==> src/rtl/regfile_mp.sv <==
// regfile_mp
// Multi-port register file for the pipelined datapath. The writeback stage
// drives two write ports; the decode stage reads through NUM_RD asynchronous
// read ports. After every reset a clear engine zeroes one entry per clock
// and holds busy high until the whole array is clean.
//
// Ports
//   clk     : rising-edge clock
//   reset   : synchronous, active-high reset (starts the clear sequence)
//   wrtEn0  : write enable, port 0
//   dr0     : destination register, port 0
//   dIn0    : write data, port 0
//   wrtEn1  : write enable, port 1 (wins over port 0 on the same address)
//   dr1     : destination register, port 1
//   dIn1    : write data, port 1
//   rdAddr  : packed read addresses, lane k at [k*REG_WIDTH +: REG_WIDTH]
//   rdData  : packed read data, lane k at [k*BIT_WIDTH +: BIT_WIDTH]
//   busy    : clear sequence in progress (writes ignored, reads return 0)
module regfile_mp #(
  parameter int BIT_WIDTH = 32,
  parameter int REG_WIDTH = 4,
  parameter int REG_SIZE  = 1 << REG_WIDTH,
  parameter int NUM_RD    = 2,
  parameter int ZERO_REG  = 1,
  parameter int BYPASS    = 1
) (
  input  logic                          clk,
  input  logic                          reset,
  input  logic                          wrtEn0,
  input  logic [REG_WIDTH-1:0]          dr0,
  input  logic [BIT_WIDTH-1:0]          dIn0,
  input  logic                          wrtEn1,
  input  logic [REG_WIDTH-1:0]          dr1,
  input  logic [BIT_WIDTH-1:0]          dIn1,
  input  logic [NUM_RD*REG_WIDTH-1:0]   rdAddr,
  output logic [NUM_RD*BIT_WIDTH-1:0]   rdData,
  output logic                          busy
);

  typedef enum logic {
    IDLE  = 1'b0,
    CLEAR = 1'b1
  } state_t;

  state_t               r_state;
  logic [REG_WIDTH-1:0] r_clrIdx;
  logic                 r_busy;
  logic [BIT_WIDTH-1:0] r_regs [REG_SIZE];

  logic                 w_wr0;
  logic                 w_wr1;
  logic                 w_lastClr;

  // Writes aimed at the hardwired zero register are dropped here so the
  // array never has to be special-cased on the read side beyond address 0.
  assign w_wr0     = wrtEn0 && !((ZERO_REG != 0) && (dr0 == '0));
  assign w_wr1     = wrtEn1 && !((ZERO_REG != 0) && (dr1 == '0));
  assign w_lastClr = (r_clrIdx == REG_WIDTH'(REG_SIZE - 1));

  // Control FSM, clear engine and write ports share one clocked block.
  // Reset only rewinds the clear engine; the array itself is zeroed one
  // entry per edge afterwards, and a reset during clearing restarts at 0.
  // In IDLE port 1 is written after port 0, so on a shared address the
  // later non-blocking assignment (port 1) is the one that sticks.
  always_ff @(posedge clk) begin
    if (reset) begin
      r_state  <= CLEAR;
      r_clrIdx <= '0;
      r_busy   <= 1'b1;
    end else begin
      case (r_state)
        CLEAR: begin
          r_regs[r_clrIdx] <= '0;
          if (w_lastClr) begin
            r_state <= IDLE;
            r_busy  <= 1'b0;
          end else begin
            r_clrIdx <= r_clrIdx + 1'b1;
          end
        end
        default: begin
          if (w_wr0) begin
            r_regs[dr0] <= dIn0;
          end
          if (w_wr1) begin
            r_regs[dr1] <= dIn1;
          end
        end
      endcase
    end
  end

  assign busy = r_busy;

  // One combinational read lane per port. Priority: busy blanks the lane,
  // then the zero register, then bypass from port 1, then port 0, and
  // finally the stored value.
  for (genvar k = 0; k < NUM_RD; k++) begin : g_rd
    logic [REG_WIDTH-1:0] w_addr;
    logic [BIT_WIDTH-1:0] w_data;

    assign w_addr = rdAddr[k*REG_WIDTH +: REG_WIDTH];

    always_comb begin
      w_data = r_regs[w_addr];
      if (r_busy) begin
        w_data = '0;
      end else if ((ZERO_REG != 0) && (w_addr == '0)) begin
        w_data = '0;
      end else if ((BYPASS != 0) && wrtEn1 && (dr1 == w_addr)) begin
        w_data = dIn1;
      end else if ((BYPASS != 0) && wrtEn0 && (dr0 == w_addr)) begin
        w_data = dIn0;
      end
    end

    assign rdData[k*BIT_WIDTH +: BIT_WIDTH] = w_data;
  end

endmodule

==> config.mk <==
export PLATFORM = sky130hd
export DESIGN_NAME = regfile_mp
export DESIGN_NICKNAME = d
export VERILOG_FILES = /design/src/rtl/regfile_mp.sv
export SDC_FILE = /design/constraint.sdc
export NUM_CORES = 1
export LEC_CHECK = 0
export BUFFER_PORTS_ARGS = -buffer_cell sky130_fd_sc_hd__buf_2
export CORE_ASPECT_RATIO = 0.6
export CORE_MARGIN = 8
export CORE_UTILIZATION = 50
export CTS_CLUSTER_DIAMETER = 120
export DETAILED_ROUTE_END_ITERATION = 10
export PLACE_DENSITY = 0.67
export SLEW_MARGIN = 0
export SYNTH_ARGS = -nofsm -noshare
export SYNTH_HDL_FRONTEND = slang
export SYNTH_SLANG_ARGS = --single-unit
==> constraint.sdc <==
create_clock -name clk -period 4.85 [get_ports clk]
set_input_delay 0.485 -clock clk [delete_from_list [all_inputs] [get_ports clk]]
set_output_delay 0.485 -clock clk [all_outputs]
set_load 0.01 [all_outputs]
# Yosys cells after proc, flatten, opt, wreduce, memory -nomap -nowiden
# Memory sizes are Yosys's and may differ from the RTL's.
# Cells that the tools add are included.
word_totals:
  register_bits: 6
  ram_bits: 512
  in_bits: 84
  elab_cells: 50
  memories: 1
mem_list:
  columns: ["name", "words", "word_bits", "rd", "rd_clocked_by_memory_dff", "wr", "line_no", "text"]
  rows:
  - ["r_regs", 16, 32, 2, 0, 2, "48", "logic [BIT_WIDTH-1:0] r_regs [REG_SIZE];"]
classes:
  add_sub_neg: 1
  n_eq_ne: 5
  n_mux: 24
  bitwise: 1
  reduce_logical: 15
op_table:
  columns: ["cell", "count"]
  rows:
  - ["32-bit two-way mux", 9]
  - ["32-bit OR reduction", 1]
  - ["4-bit == test", 4]
  - ["4-bit logical NOT", 4]
  - ["1-bit two-way mux", 14]
  - ["1-bit logical AND", 6]
  - ["4-bit by 1-bit adder with 4-bit output (second input constant)", 1]
  - ["4-bit == test (second input constant)", 1]
  - ["4-bit two-way mux", 1]
  - ["2-bit AND reduction", 2]
  - ["1-bit logical NOT", 2]
  - ["1-bit NOT", 1]

# Longest topological paths before layout
depth:
  ltp_word: 9
  mapped_depth: 9

# Least setup slack after synthesis
# Ideal clock, no wire load.
synth_path:
  path_kind: "input to register"
  startpoint: "input port dr0[0]"
  endpoint: "memory r_regs[13][0] (enable)"
  setup_time_ns: 0.433
  arrival_ns: 3.173
  t_required_ns: 4.417
  setup_slack_ns: 1.244
  cell_stages: 7
  n_path_buf: 2
  cell_sequence: "buf_2 > o41ai_2 > nor3_2 > buf_2 > nor3b_1 > a31oi_1 > o22ai_1"
synth_rtl:
  columns: ["item", "line_no", "text"]
  rows:
  - ["start: declaration", "30", "input logic [REG_WIDTH-1:0] dr0,"]
  - ["end: declaration", "48", null]

# Worst setup path in the final report
layout_path:
  startpoint: "input port rdAddr[5]"
  endpoint: "output port rdData[33]"
layout_via:
  elab_chain_cells: 6
  word_cells_on_any_way: 10
  classes_between: "eq/ne (2); mux (4); reduce/logical (3); memory (1)"
layout_rtl:
  columns: ["item", "line_no", "text"]
  rows:
  - ["start: declaration", "35", "input logic [NUM_RD*REG_WIDTH-1:0] rdAddr,"]
  - ["parallel branches: the longest is 4 deep, another holds memory 16 x 32 bit", null, null]
  - ["32-bit two-way mux (*)", "108", "end else if ((ZERO_REG != 0) && (w_addr == '0)) begin"]
  - ["32-bit two-way mux (*)", "106", "if (r_busy) begin"]
  - ["end: declaration", "36", "output logic [NUM_RD*BIT_WIDTH-1:0] rdData,"]
# Mark *: on every way between the ends.

==> run_results.csv <==
group,metric,value,unit
timing,finalWorstSetupSlack,1088,ps
timing,finalHoldViolCount,0,
logic_synthesis,async_flop_share,0,
power_and_ir_drop,total_power,9.990,mW
placement,gp_congestion,0.8566,
power_and_ir_drop,leakagePower,11.75,nW
timing,period_share,0.7758,
clock_network,cts_buffers,49,
global_routing,grt_pass1_vias,22870,
layout,area_delta_synth_final,8.721,%
timing,rsz0062_at_grt,"no",
global_routing,antenna_found_initial,2,
timing,period_needed,3762,ps
global_routing,grt_first_pass_wirelength,152.8,mm
power_and_ir_drop,power_density,298.0,nW/um^2
layout,layout_common_cells,"nand2_1, o21ai_0, edfxtp_1",
logic_synthesis,syn-cell-area,30830,sq um
floorplanning,initial_utilization,0.5058,
timing,hold_ws,239.8,ps
routing,wl,105.4,mm
layout,final_common_cell,"nand2_1",
layout,fillers,4998,
floorplanning,die_x,336.6,microns
routing,postRouteAntennaNets,0,
routing,met2_wirelength,47.34,mm
routing,drc,0,
placement,io_buffers,148,
clock_network,cts_setup_buffers,0,
clock_network,clock_sinks,518,
placement,pre_cts_ws,1164,ps
logic_synthesis,syn-instance-count,2639,
floorplanning,dieArea,70120,sq um
routing,drtIter0Drc,3760,
worst_hold_path,hold_class,"in2reg",
floorplanning,num_rows,70,
global_routing,grt_use_total,0.2916,
routing,wl_per_cell,30.53,microns
setup_path,worstPathRequired,4370,ps
layout,fin_nets,2669,
timing,max_freq,265.8,MHz
clock_network,clk_pin_slew,70,ps
logic_synthesis,synth_seq_cells,518,
layout,multiInputGateArea,13670,sq um
logic_synthesis,synth.distinct_cells,57,
layout,drive_above_1_share,0.2355,
logic_synthesis,avgSynthCellArea,11.68,sq um
run,maxCapViolCount,0,
clock_network,cts.path.max_buffers,3,
layout,seq_area,15490,sq um
logic_synthesis,synth_warnings,0,
logic_synthesis,synth_edf_count,512,
routing,viasPerCell,6.853,
timing,worst_clock_skew,10.65,ps
power_and_ir_drop,peakVddDrop,0.0002732,V
logic_synthesis,synth_nets,2724,
setup_path,crit_path_start_kind,"primary input",
clock_network,cts-htree-levels,2,
status,status,"completed",
logic_synthesis,synth.yosys.seq_area_share,0.5026,
timing,worst_pin_slew,1136,ps
routing,wl_met1,38.04,mm
clock_network,cts_tree,"yes",
setup_path,worstPathMaxFanout,33,
setup_path,arrival,3280,ps
global_routing,grt_max_degree,69,
clock_network,clockRootBuffer,"clkbuf_16",
floorplanning,core_area,60960,sq um
layout,fin_util,0.5499,
routing,highest_layer,"met5",
floorplanning,die_h,208.3,microns
clock_network,insertion_delay,590,ps
routing,drtPass1Iterations,9,
placement,dpl.hpwl,62.67,mm
timing,setup_viol,0,
routing,wl_met3,15.32,mm
floorplanning,ios,149,
timing,maxSlewHeadroom,0.2407,
setup_path,crit_type,"in2out",
routing,vias,23660,
timing,fin_setup_tns,0,ps
timing,slew_viol_final,0,
global_routing,overflow,0,
logic_synthesis,synth_flop_cell,"edfxtp_1",
clock_network,cts-resized-gates,0,
setup_path,cp-end-kind,"primary output",
clock_network,hold_buffers,0,
metal layers:
layer,track usage,vias to the layer above
met3,0.07258,330
met1,0.3992,11490
met2,0.4489,1995
met4,0.1078,2
met5,0.01772,-
li1,-,9848
worst max-delay path, cell delays in order:
cell      delay [ps]
buf_4            460
xnor2_1          170
nand3_2          110
buf_4            470
nor2b_4          610
buf_4            490
a221oi_1         160
buf_2            210
logic make-up (layout without fill, tap and decap cells):
kind of cell,after synthesis,count (layout),share of synthesized area
simple gates,713,713,0.09277
compound gates,731,731,0.1459
fa+ha+maj,1,1,0.0004058
buf+inv,395,380,0.06424
other cells,0,1,0
mux,262,262,0.1888
flops,518,518,0.5026
xor+xnor,19,19,0.005398
cell type report:
| type | count | share of cell area |
|---|---|---|
| multi-input combinational | 1726 | 0.4078 |
| clock buffer | 58 | 0.03886 |
| tap | 828 | 0.03091 |
| timing repair buffer | 222 | 0.04132 |
| clock inverter | 33 | 0.01127 |
| inverter | 67 | 0.007503 |
| antenna | 1 | 0.00007465 |
| sequential | 518 | 0.4623 |
final timing paths:
path               startpoint            end  slack [ps]  depth (start not counted)
setup / recovery    rdAddr[5]     rdData[33]        1090                          8
hold / removal          reset    r_clrIdx[1]         240                          2
setup reg to reg      r_state  r_regs[7][28]        1540                          6
hold reg to reg   r_clrIdx[3]           busy         620                          2
registers in the layout (all words and copies together) (netlist names):
signal / count
r_regs: 512
r_clrIdx: 4
r_state: 1
busy: 1
power breakdown:
| part | leakage [nW] | switching (mW) | internal, mW |
|---|---|---|---|
| combinational | 5.71 | 0.561 | 0.336 |
| clock | 0.820 | 1.77 | 2.39 |
| sequential | 5.23 | 0.0275 | 4.90 |
synthesized netlist by cell type, types with 14 or more instances:
| library cell | instances | share of area |
|---|---|---|
| edfxtp_1 | 512 | 0.50 |
| nor2_1 | 42 | 0.0051 |
| o22a_1 | 31 | 0.0088 |
| xor2_1 | 14 | 0.0040 |
| buf_4 | 39 | 0.0095 |
| inv_1 | 67 | 0.0082 |
| clkbuf_1 | 133 | 0.016 |
| a311oi_1 | 32 | 0.0091 |
| buf_2 | 124 | 0.020 |
| a22oi_1 | 62 | 0.015 |
| o221ai_1 | 33 | 0.0094 |
| nand2_1 | 613 | 0.075 |
| mux4_2 | 246 | 0.18 |
| o21ai_0 | 513 | 0.083 |
| a221oi_2 | 22 | 0.011 |
| buf_6 | 20 | 0.0073 |
through the flow:
stage | area, sq um | cells
after floorplan | 30830 | 2639
after global placement | 31840 | 3361
after detailed placement | 31840 | 3361
after CTS | 33520 | 3452
after global routing | 33520 | 3452
final | 33520 | 3453
(Power assumes the default switching activity.)
